==> src/rtl/pipe_skid_pkg.sv <==
// Shared definitions for the valid/ready pipeline stages: occupancy state
// encoding, default payload width and the reset assertion level.
`ifndef PIPE_RST_ACTIVE
`define PIPE_RST_ACTIVE 1'b0
`endif

package pipe_skid_pkg;

  // Occupancy of a two-entry skid stage.
  typedef enum logic [1:0] {
    EMPTY = 2'd0,
    ONE   = 2'd1,
    FULL  = 2'd2
  } pipe_state_e;

  localparam int unsigned PIPE_DATA_W = 32;

endpackage

==> src/rtl/pipe_skid_reg.sv <==
// Enable-gated payload register. Holds data only; no reset because the
// accompanying valid flops qualify its contents.
module pipe_reg #(
  parameter int unsigned DATA_W = 32
) (
  input  logic              clk,
  input  logic              i_en,
  input  logic [DATA_W-1:0] i_d,
  output logic [DATA_W-1:0] o_q
);

  logic [DATA_W-1:0] r_q;

  // Capture the payload only when the owning entry is loaded.
  always_ff @(posedge clk) begin
    if (i_en) r_q <= i_d;
  end

  assign o_q = r_q;

endmodule

==> src/rtl/pipe_skid.sv <==
// Two-entry skid buffer. Both handshake directions are registered:
// pout_valid comes from the main-entry valid flop and pin_ready from its own
// flop, so pout_ready never reaches pin_ready combinationally.
module pipe_skid
  import pipe_skid_pkg::*;
#(
  parameter int unsigned DATA_W = PIPE_DATA_W
) (
  input  logic              clk,
  input  logic              rst,
  input  logic              flush,
  input  logic              pin_valid,
  output logic              pin_ready,
  input  logic [DATA_W-1:0] pin_data,
  output logic              pout_valid,
  input  logic              pout_ready,
  output logic [DATA_W-1:0] pout_data
);

  pipe_state_e       r_state;
  pipe_state_e       w_state_nxt;
  logic              r_main_vld;
  logic              r_skid_vld;
  logic              r_pin_ready;
  logic              w_in_fire;
  logic              w_out_fire;
  logic              w_main_en;
  logic              w_skid_en;
  logic [DATA_W-1:0] w_main_d;
  logic [DATA_W-1:0] w_main_q;
  logic [DATA_W-1:0] w_skid_q;

  // Handshake events seen at the coming edge.
  always_comb begin
    w_in_fire  = pin_valid & r_pin_ready;
    w_out_fire = r_main_vld & pout_ready;
  end

  // Next occupancy; flush overrides everything, including a same-cycle input.
  always_comb begin
    w_state_nxt = r_state;
    if (flush) begin
      w_state_nxt = EMPTY;
    end else begin
      case (r_state)
        EMPTY: if (w_in_fire) w_state_nxt = ONE;
        ONE: begin
          if (w_in_fire && !w_out_fire)      w_state_nxt = FULL;
          else if (!w_in_fire && w_out_fire) w_state_nxt = EMPTY;
        end
        FULL:    if (w_out_fire) w_state_nxt = ONE;
        default: w_state_nxt = EMPTY;
      endcase
    end
  end

  // State and handshake flops; valids/ready are decoded from the next state
  // so that every handshake output is a plain flop.
  always_ff @(posedge clk or negedge rst) begin
    if (rst == `PIPE_RST_ACTIVE) begin
      r_state     <= EMPTY;
      r_main_vld  <= 1'b0;
      r_skid_vld  <= 1'b0;
      r_pin_ready <= 1'b1;
    end else begin
      r_state     <= w_state_nxt;
      r_main_vld  <= (w_state_nxt != EMPTY);
      r_skid_vld  <= (w_state_nxt == FULL);
      r_pin_ready <= (w_state_nxt != FULL);
    end
  end

  // Payload steering: main loads from input or from skid, skid catches the
  // one beat that arrives while main is stalled. Loads during a flush are
  // harmless because the valids clear.
  always_comb begin
    w_main_en = 1'b0;
    w_skid_en = 1'b0;
    w_main_d  = pin_data;
    case (r_state)
      EMPTY: w_main_en = w_in_fire;
      ONE: begin
        w_main_en = w_in_fire & w_out_fire;
        w_skid_en = w_in_fire & ~w_out_fire;
      end
      FULL: begin
        w_main_en = w_out_fire;
        w_main_d  = w_skid_q;
      end
      default: begin
        w_main_en = 1'b0;
        w_skid_en = 1'b0;
      end
    endcase
  end

  pipe_reg #(.DATA_W(DATA_W)) u_main (
    .clk  (clk),
    .i_en (w_main_en),
    .i_d  (w_main_d),
    .o_q  (w_main_q)
  );

  pipe_reg #(.DATA_W(DATA_W)) u_skid (
    .clk  (clk),
    .i_en (w_skid_en),
    .i_d  (pin_data),
    .o_q  (w_skid_q)
  );

  assign pin_ready  = r_pin_ready;
  assign pout_valid = r_main_vld;
  assign pout_data  = w_main_q;

  // Skid is only ever occupied behind an occupied main entry.
  a_skid_implies_main: assert property (
    @(posedge clk) disable iff (rst == `PIPE_RST_ACTIVE)
    !(r_skid_vld && !r_main_vld));

  // Ready flop always mirrors skid occupancy.
  a_ready_tracks_skid: assert property (
    @(posedge clk) disable iff (rst == `PIPE_RST_ACTIVE)
    r_pin_ready == !r_skid_vld);

  // Presented payload holds while the downstream stalls.
  a_stall_stable: assert property (
    @(posedge clk) disable iff (rst == `PIPE_RST_ACTIVE)
    (r_main_vld && !pout_ready && !flush) |=> $stable(w_main_q));

endmodule

==> config.mk <==
export PLATFORM = sky130hd
export DESIGN_NAME = pipe_skid
export DESIGN_NICKNAME = d
export VERILOG_FILES = /design/src/rtl/pipe_skid_pkg.sv /design/src/rtl/pipe_skid_reg.sv /design/src/rtl/pipe_skid.sv
export SDC_FILE = /design/constraint.sdc
export NUM_CORES = 1
export LEC_CHECK = 0
export CAP_MARGIN = 20
export CORE_UTILIZATION = 45
export CTS_BUF_LIST = sky130_fd_sc_hd__clkbuf_8
export DETAILED_ROUTE_END_ITERATION = 16
export PLACE_DENSITY = 0.78
export SLEW_MARGIN = 30
export SYNTH_ARGS = -nofsm -noshare
export SYNTH_HDL_FRONTEND = slang
export SYNTH_SLANG_ARGS = --single-unit
==> constraint.sdc <==
create_clock -name clk -period 3.44 [get_ports clk]
set_input_delay 1.032 -clock clk [delete_from_list [all_inputs] [get_ports clk]]
set_output_delay 1.032 -clock clk [all_outputs]
set_load 0.02 [all_outputs]
==> results_dict.tcl, run 1 <==
set metrics [dict create \
    skew_ns 0.00907 \
    yosys.area_share.simple 0.0282 \
    synth_mux_area_frac 0.178 \
    ys_ff_latch 68 \
    gr-total-overflow 0 \
    die_area_um2 6230 \
    cts_buffer_depth 2 \
    cp_slowest_cell "clkdlybuf4s50_1" \
    dieWidth_um 78.9 \
    path_max_fanout 5 \
    p_int_w 0.00157 \
    numCtsBuffers 9 \
    drv_cap 0 \
    synthAdderAreaFrac 0 \
    hold_path.class "reg -> reg" \
    power.density_nw_per_um2 558 \
    cts_hold_buf 0 \
    htreeDepth 3 \
    n_antenna_cell 0 \
    drt_first_iter_violations 103 \
    nNetsFinal 237 \
    critPathTopFamily "buffers and inverters" \
    power.share.switching 0.228 \
    layout-drive-gt1-share 0.254 \
    ant_nets 0 \
    core-area_um2 5610 \
    grt_max_degree 35 \
    p_seq_frac 0.502 \
    grtUsageTotal 0.161 \
    place_congestion 0.677 \
    end_kind "output port" \
    fmax_mhz 393 \
    mostFrequentLayoutCell "clkdlybuf4s50_1" \
    drc 0 \
    status "finished clean" \
    critPathBufInv 1 \
    numPortBuffers 70 \
    synth_xor_area_frac 0 \
    start_kind "flop" \
    firstDrtPassIters 4 \
    fp.dieH_um 78.9 \
    yosys_warnings 0 \
    post_cts.resized_instances 0 \
    path_cells "clkdlybuf4s50_1" \
    slowest_delay_ns 0.61 \
    finish.utilization 0.651 \
    critPathKind "reg -> out" \
    netlist_area_um2 2660 \
    netSwitchingPower_w 0.000464 \
    worst_pin_slew_ns 0.637 \
    hold_viol 0 \
    via_per_inst 4.81 \
    wl_met2_um 2410 \
    setup_viol 0 \
    yosysUniqueCellTypes 19 \
    peakVddDrop_mv 0.318 \
    dp_hpwl_um 3140 \
    clk_latency_ns 0.32 \
    fin_crit_sh 0.739 \
    path_clk_slew_ns 0.08 \
    wl_per_cell_um 16.6 \
    wl_met1_um 1940 \
    initial_core_util 0.475 \
    synth_compound_area_frac 0.0117 \
    synth_seq_area_share 0.760 \
    clock_sinks 68 \
    top_layer "met4" \
    finalSetupTns_ns 0 \
    slew_violations 0 \
    clkPwrFrac 0.340 \
    wl_met3_um 248 \
    grt_pass1_vias 1392 \
    synth_top_family_by_area "multiplexers" \
    final_cell_mix "clkdlybuf4s50_1, edfxtp_1, mux2_4" \
    io_pins 71 \
    antenna_found_initial 0 \
    area_growth_pct 37.1 \
    wl_um 4610 \
    power_frac_comb 0.158 \
    vias 1332 \
    post_cts_buffers 0 \
    rows 27 \
    cts_root_buf "clkbuf_8" \
    critPathArrivalTime_ns 1.51 \
    slew_headroom 0.575 \
    rsz0062_at_grt "no" \
    syn_avg_cell_area_um2 21.8 \
    cts_tree "built" \
    grt_pass1_wl_um 7230 \
    p_leak_nw 1.39 \
    holdWs_ns 0.545 \
    finalCriticalPeriod_ns 2.54 \
    critPathRequiredTime_ns 2.41 \
    syn_inst 122 \
    syn-num-nets 159 \
]
[cell families after synthesis]
group                  Yosys count
multiplexers                    32
AO/OA/AOI/OAI                    4
buffers and inverters            6
flip-flops                      68
AND/OR/NAND/NOR                 12
[final timing paths]
kind / cells after the start / from / slack [ns] / to
worst max register to register: 4 / r_state[0] / 1.33 / u_main.o_q[15]
worst min-delay path: 1 / u_skid.o_q[20] / 0.54 / u_main.o_q[20]
worst min register to register: 1 / u_skid.o_q[20] / 0.54 / u_main.o_q[20]
worst max-delay path: 1 / pin_ready / 0.90 / pin_ready
min in group asynchronous: 1 / rst / 0.90 / pout_valid
max in group asynchronous: 1 / rst / 2.29 / pin_ready
[through the flow]
| stage | cells | total power (W) | instance area [um^2] | setup WS (ns) |
|---|---|---|---|---|
| CTS | 277 | 0.00206 | 3650 | 0.879 |
| finish | 277 | 0.00204 | 3650 | 0.898 |
| global placement | 261 | 0.00135 | 3440 | 0.704 |
| global route | 277 | 0.00211 | 3650 | 0.849 |
| detailed placement | 261 | 0.00137 | 3440 | 0.619 |
| floorplan | 122 | 0.00121 | 2670 | 0.537 |
[power groups by stage]
| stage | registers (W) | logic [W] | clock network [W] |
|---|---|---|---|
| final | 0.00102 | 0.000321 | 0.000692 |
| after global routing | 0.00103 | 0.000339 | 0.000745 |
| after CTS | 0.00102 | 0.000326 | 0.000712 |
| after detailed placement | 0.00104 | 0.000325 | 0 |
| after global placement | 0.00104 | 0.000315 | 0 |
| after floorplan | 0.00110 | 0.000109 | 0 |
[synth_stat cells, drive strengths merged]
master,count,share of area
edfxtp,64,0.72
mux2,32,0.18
buf,5,0.021
dfrtp,3,0.028
nand2,3,0.0042
nor3,3,0.0056
a211oi,1,0.0028
a221o,1,0.0038
a221oi,1,0.0033
dfstp,1,0.0099
inv,1,0.0014
nand2b,1,0.0052
nand4,1,0.0024
nand4b,1,0.0033
nor2,1,0.0014
nor4bb,1,0.0038
o21ai,1,0.0019
or3,1,0.0024
[state kept, by name, summed over array words and instances, names as in the netlist]
register / flops
u_main.o_q: 32
u_skid.o_q: 32
r_state: 2
pin_ready: 1
pout_valid: 1
[cell type report]
cell class                      count  area (um^2)
Fill cell                         394         1960
Multi-Input combinational cell     48          591
Tap cell                           72         90.1
Sequential cell                    68         2020
Inverter                            1         3.75
Clock buffer                        9          124
Clock inverter                      7         91.3
Timing Repair Buffer               72          728
[per-layer routing]
metal,GRT usage,vias to the layer above
met1,0.200,645
met5,0,-
met2,0.266,46
met3,0.0471,2
li1,-,639
met4,0.0600,0
(Power assumes the default switching activity.)
==> run 2, diff against run 1 <==
Settings changed: CORE_UTILIZATION 45 to 50, PLACE_DENSITY 0.78 to 0.82.
Clock period 3.44 ns to 2.61 ns, I/O delays scaled along.
==> run 2 against run 1 <==
Final cell count is 1.1% lower. Via count rose by 3.4%. Power rose by 25%. Critical path type unchanged. Largest power group unchanged.
==> results_dict.tcl, run 2 (synthesis results as in run 1) <==
set metrics [dict create \
    status "finished clean" \
    post_cts_buffers 0 \
    via_per_inst 5.03 \
    place_congestion 0.719 \
    die_area_um2 5620 \
    p_leak_nw 1.37 \
    finish.utilization 0.709 \
    clk_latency_ns 0.33 \
    htreeDepth 3 \
    grt_pass1_vias 1385 \
    post_cts.resized_instances 0 \
    critPathTopFamily "buffers and inverters" \
    fin_crit_sh 0.881 \
    final_cell_mix "clkdlybuf4s50_1, edfxtp_1, mux2_4" \
    setup_viol 0 \
    drt_first_iter_violations 73 \
    gr-total-overflow 0 \
    wl_per_cell_um 16.8 \
    power.density_nw_per_um2 702 \
    critPathKind "reg -> out" \
    rsz0062_at_grt "no" \
    worst_pin_slew_ns 0.393 \
    dieWidth_um 75.0 \
    start_kind "flop" \
    core-area_um2 5110 \
    numPortBuffers 70 \
    end_kind "output port" \
    path_max_fanout 5 \
    nNetsFinal 238 \
    finalCriticalPeriod_ns 2.30 \
    grt_max_degree 33 \
    grt_pass1_wl_um 7000 \
    firstDrtPassIters 4 \
    skew_ns 0.00688 \
    critPathRequiredTime_ns 1.83 \
    area_growth_pct 36.1 \
    grtUsageTotal 0.181 \
    finalSetupTns_ns 0 \
    path_clk_slew_ns 0.07 \
    slew_violations 0 \
    layout-drive-gt1-share 0.240 \
    slowest_delay_ns 0.61 \
    nFillCells 309 \
    initial_core_util 0.521 \
    rows 26 \
    fp.dieH_um 75.0 \
    cts_hold_buf 0 \
    cp_slowest_cell "clkdlybuf4s50_1" \
    drc 0 \
    cts_root_buf "clkbuf_8" \
    ant_nets 0 \
    slew_headroom 0.738 \
    fmax_mhz 435 \
    cts_buffer_depth 2 \
    io_pins 71 \
    mostFrequentLayoutCell "clkdlybuf4s50_1" \
    setup_ws_ns 0.310 \
    power.total_w 0.00254 \
    critPathArrivalTime_ns 1.52 \
    hold_path.class "reg -> reg" \
    antenna_found_initial 0 \
    dpl_worst_slack_ns 0.199 \
    clock_sinks 68 \
    drv_cap 0 \
    vias 1377 \
    dp_hpwl_um 3230 \
    peakVddDrop_mv 0.392 \
    hold_viol 0 \
    n_antenna_cell 0 \
    cts_tree "built" \
    wl_um 4590 \
    critPathBufInv 1 \
    numCtsBuffers 9 \
    path_cells "clkdlybuf4s50_1" \
]
-- run 2: per-layer routing --
metal	track usage	vias up	share of wire
met1	0.218	672	0.40
met4	0.0818	0	0.015
met3	0.0589	8	0.057
met5	0	-	0
met2	0.298	55	0.53
li1	-	642	-
-- run 2: area by class of cell --
type	instances	area (um^2)	share of cell area
Clock buffer	9	124	0.0342
Clock inverter	5	46.3	0.0128
Inverter	1	3.75	0.00104
Multi-Input combinational cell	48	591	0.163
Sequential cell	68	2020	0.558
Tap cell	70	87.6	0.0242
Timing Repair Buffer	73	748	0.206
-- run 2: power by group --
group	total (W)	switching [W]	leakage, nW	internal (W)
Combinational	0.000432	0.000200	0.635	0.000231
Sequential	0.00135	0.0000337	0.649	0.00131
Clock	0.000764	0.000346	0.0912	0.000419
Total	0.00254	0.000580	1.37	0.00196
-- run 2: final timing paths --
kind / start / to / slack [ns] / cells after the start
setup / recovery: pin_ready / pin_ready / 0.31 / 1
hold / removal: u_skid.o_q[2] / u_main.o_q[2] / 0.55 / 1
setup reg to reg: r_state[1] / u_main.o_q[6] / 0.76 / 3
hold reg to reg: u_skid.o_q[2] / u_main.o_q[2] / 0.55 / 1
max in group asynchronous: rst / pin_ready / 1.71 / 1
min in group asynchronous: rst / pout_valid / 0.66 / 1
-- run 2: worst register-to-register path, cell delays in order (launching register included) --
cell,delay (ns)
dfrtp_1,0.52
nand2b_4,0.35
buf_4,0.39
mux2_4,0.34
-- run 2: metrics by stage --
step           hold WS [ns]  instances  instance area [um^2]
2_1_floorplan         0.487        122                  2670
3_3_place_gp          0.531        260                  3450
3_5_place_dp          0.536        260                  3450
4_1_cts               0.552        274                  3620
5_1_grt               0.564        274                  3620
6_report              0.548        274                  3620
==> run 3, diff against run 2 <==
Settings changed: HOLD_SLACK_MARGIN from default to 0.1, PLACE_DENSITY 0.82 to 0.87.
==> run 3 against run 2 <==
Clock skew barely moved. Sequential power barely moved. Sequential share of layout area fell by 1.7 points. Maximum frequency fell by 0.19%. Power rose by 18%. Critical path depth did not move. Utilization rose by 2.3 points. Via count rose by 1.5%. Final area rose by 3.2%. Clock-buffer cell count did not move. Die area did not move. Worst hold slack improved by 0.0034 ns.
==> results_dict.tcl, run 3 (synthesis results as in run 1) <==
set metrics [dict create \
    status "finished clean" \
    die_area_um2 5620 \
    hold_path.class "reg -> reg" \
    antenna_found_initial 0 \
    layout-drive-gt1-share 0.257 \
    setup_viol 0 \
    end_kind "output port" \
    reg2reg_depth 3 \
    crit_cells 1 \
    grt_max_degree 33 \
    critPathRequiredTime_ns 1.83 \
    wl_per_cell_um 18.5 \
    cp_slowest_cell "clkdlybuf4s50_1" \
    mostFrequentLayoutCell "clkdlybuf4s50_1" \
    numPortBuffers 70 \
    power.density_nw_per_um2 801 \
    grtUsageTotal 0.195 \
    start_kind "flop" \
    area_growth_pct 40.5 \
    grt_pass1_wl_um 7340 \
    skew_ns 0.00668 \
    fin_crit_sh 0.883 \
    ant_nets 0 \
    grt_pass1_vias 1429 \
    p_int_w 0.00237 \
    clk_latency_ns 0.33 \
    slew_violations 0 \
    path_max_fanout 5 \
    hold_viol 0 \
    clkPwrFrac 0.403 \
    cts_tree "built" \
    critPathBufInv 1 \
    power_frac_comb 0.146 \
    clock_sinks 68 \
    netSwitchingPower_w 0.000625 \
    dieWidth_um 75.0 \
    io_pins 71 \
    worst_pin_slew_ns 0.445 \
    final_cell_mix "clkdlybuf4s50_1, edfxtp_1, mux2_4" \
    rows 26 \
    firstDrtPassIters 4 \
    cts_root_buf "clkbuf_8" \
    numCtsBuffers 9 \
    finalSetupTns_ns 0 \
    crit_path_end "pin_ready" \
    path_cells "clkdlybuf4s50_1" \
    cts_buffer_depth 2 \
    setup_ws_ns 0.306 \
    initial_core_util 0.521 \
    core-area_um2 5110 \
    p_seq_frac 0.451 \
    gr-total-overflow 0 \
    via_per_inst 5.07 \
    post_cts.resized_instances 0 \
    power.share.switching 0.209 \
    critPathArrivalTime_ns 1.52 \
    htreeDepth 3 \
    dp_hpwl_um 3370 \
    fp.dieH_um 75.0 \
    worst-r2r-setup-slack_ns 0.75 \
    wl_um 5110 \
    cts_hold_buf 0 \
    critPathLaunch "pin_ready" \
    place_congestion 0.684 \
    worstReg2RegStart "r_state[1]" \
    finalCriticalPeriod_ns 2.30 \
    critPathKind "reg -> out" \
    r2r-end "u_main.o_q[0]" \
    slew_headroom 0.703 \
    slowest_delay_ns 0.62 \
    post_cts_buffers 0 \
    drc 0 \
    rsz0062_at_grt "no" \
    vias 1398 \
    critPathTopFamily "buffers and inverters" \
    drt_first_iter_violations 73 \
    path_clk_slew_ns 0.07 \
    p_leak_nw 1.42 \
    nNetsFinal 238 \
    fmax_mhz 434 \
    drv_cap 0 \
    peakVddDrop_mv 0.462 \
    n_antenna_cell 0 \
    dpl_worst_slack_ns 0.227 \
]
==> run 3: changes by cell type in the layout (fill, tap and decap cells not counted) <==
| cell | before | now |
|---|---|---|
| clkinv_1 | 2 | 1 |
| clkinv_2 | 1 | 0 |
| clkinv_4 | 0 | 1 |
| inv_1 | 2 | 1 |
| bufinv_16 | 1 | 5 |
==> run 3: worst min path at each step <==
stage                   startpoint             end  cells after the start
finish              u_skid.o_q[30]  u_main.o_q[30]                      1
global placement     u_skid.o_q[7]   u_main.o_q[7]                      1
global route        u_skid.o_q[10]  u_main.o_q[10]                      1
CTS                  u_skid.o_q[7]   u_main.o_q[7]                      1
detailed placement  u_skid.o_q[10]  u_main.o_q[10]                      1
floorplan                      rst      pout_valid                      0
==> run 3: power groups by stage <==
stage | clock, W | combinational [W] | sequential (W)
6_report | 0.00121 | 0.000436 | 0.00135
5_1_grt | 0.00127 | 0.000459 | 0.00136
4_1_cts | 0.00123 | 0.000440 | 0.00135
3_5_place_dp | 0 | 0.000437 | 0.00137
3_3_place_gp | 0 | 0.000422 | 0.00137
2_1_floorplan | 0 | 0.000145 | 0.00145
==> run 3: area by class of cell <==
cell class	count	area, um^2
fill	305	1370
clock buffer	9	124
sequential	68	2020
timing repair buffer	73	748
tap	70	87.6
inverter	1	3.75
clock inverter	7	163
multi-input combinational	48	591
==> run 3: through the flow <==
| stage | utilization | cell area, um^2 | hold slack (ns) | instances | power, W |
|---|---|---|---|---|---|
| final | 0.732 | 3740 | 0.551 | 276 | 0.00300 |
| after global routing | 0.732 | 3740 | 0.564 | 276 | 0.00309 |
| after CTS | 0.732 | 3740 | 0.551 | 276 | 0.00302 |
| after detailed placement | 0.676 | 3450 | 0.535 | 260 | 0.00181 |
| after global placement | 0.676 | 3450 | 0.531 | 260 | 0.00179 |
| after floorplan | - | 2670 | 0.487 | 122 | 0.00159 |
==> run 3: metal layers <==
layer / vias to the layer above / track usage / part of all wire / wire (um)
met5: - / 0 / 0 / 0
met4: 0 / 0.0985 / 0.025 / 126
met3: 12 / 0.0696 / 0.054 / 276
met2: 54 / 0.330 / 0.52 / 2640
met1: 689 / 0.220 / 0.40 / 2070
li1: 643 / - / - / -
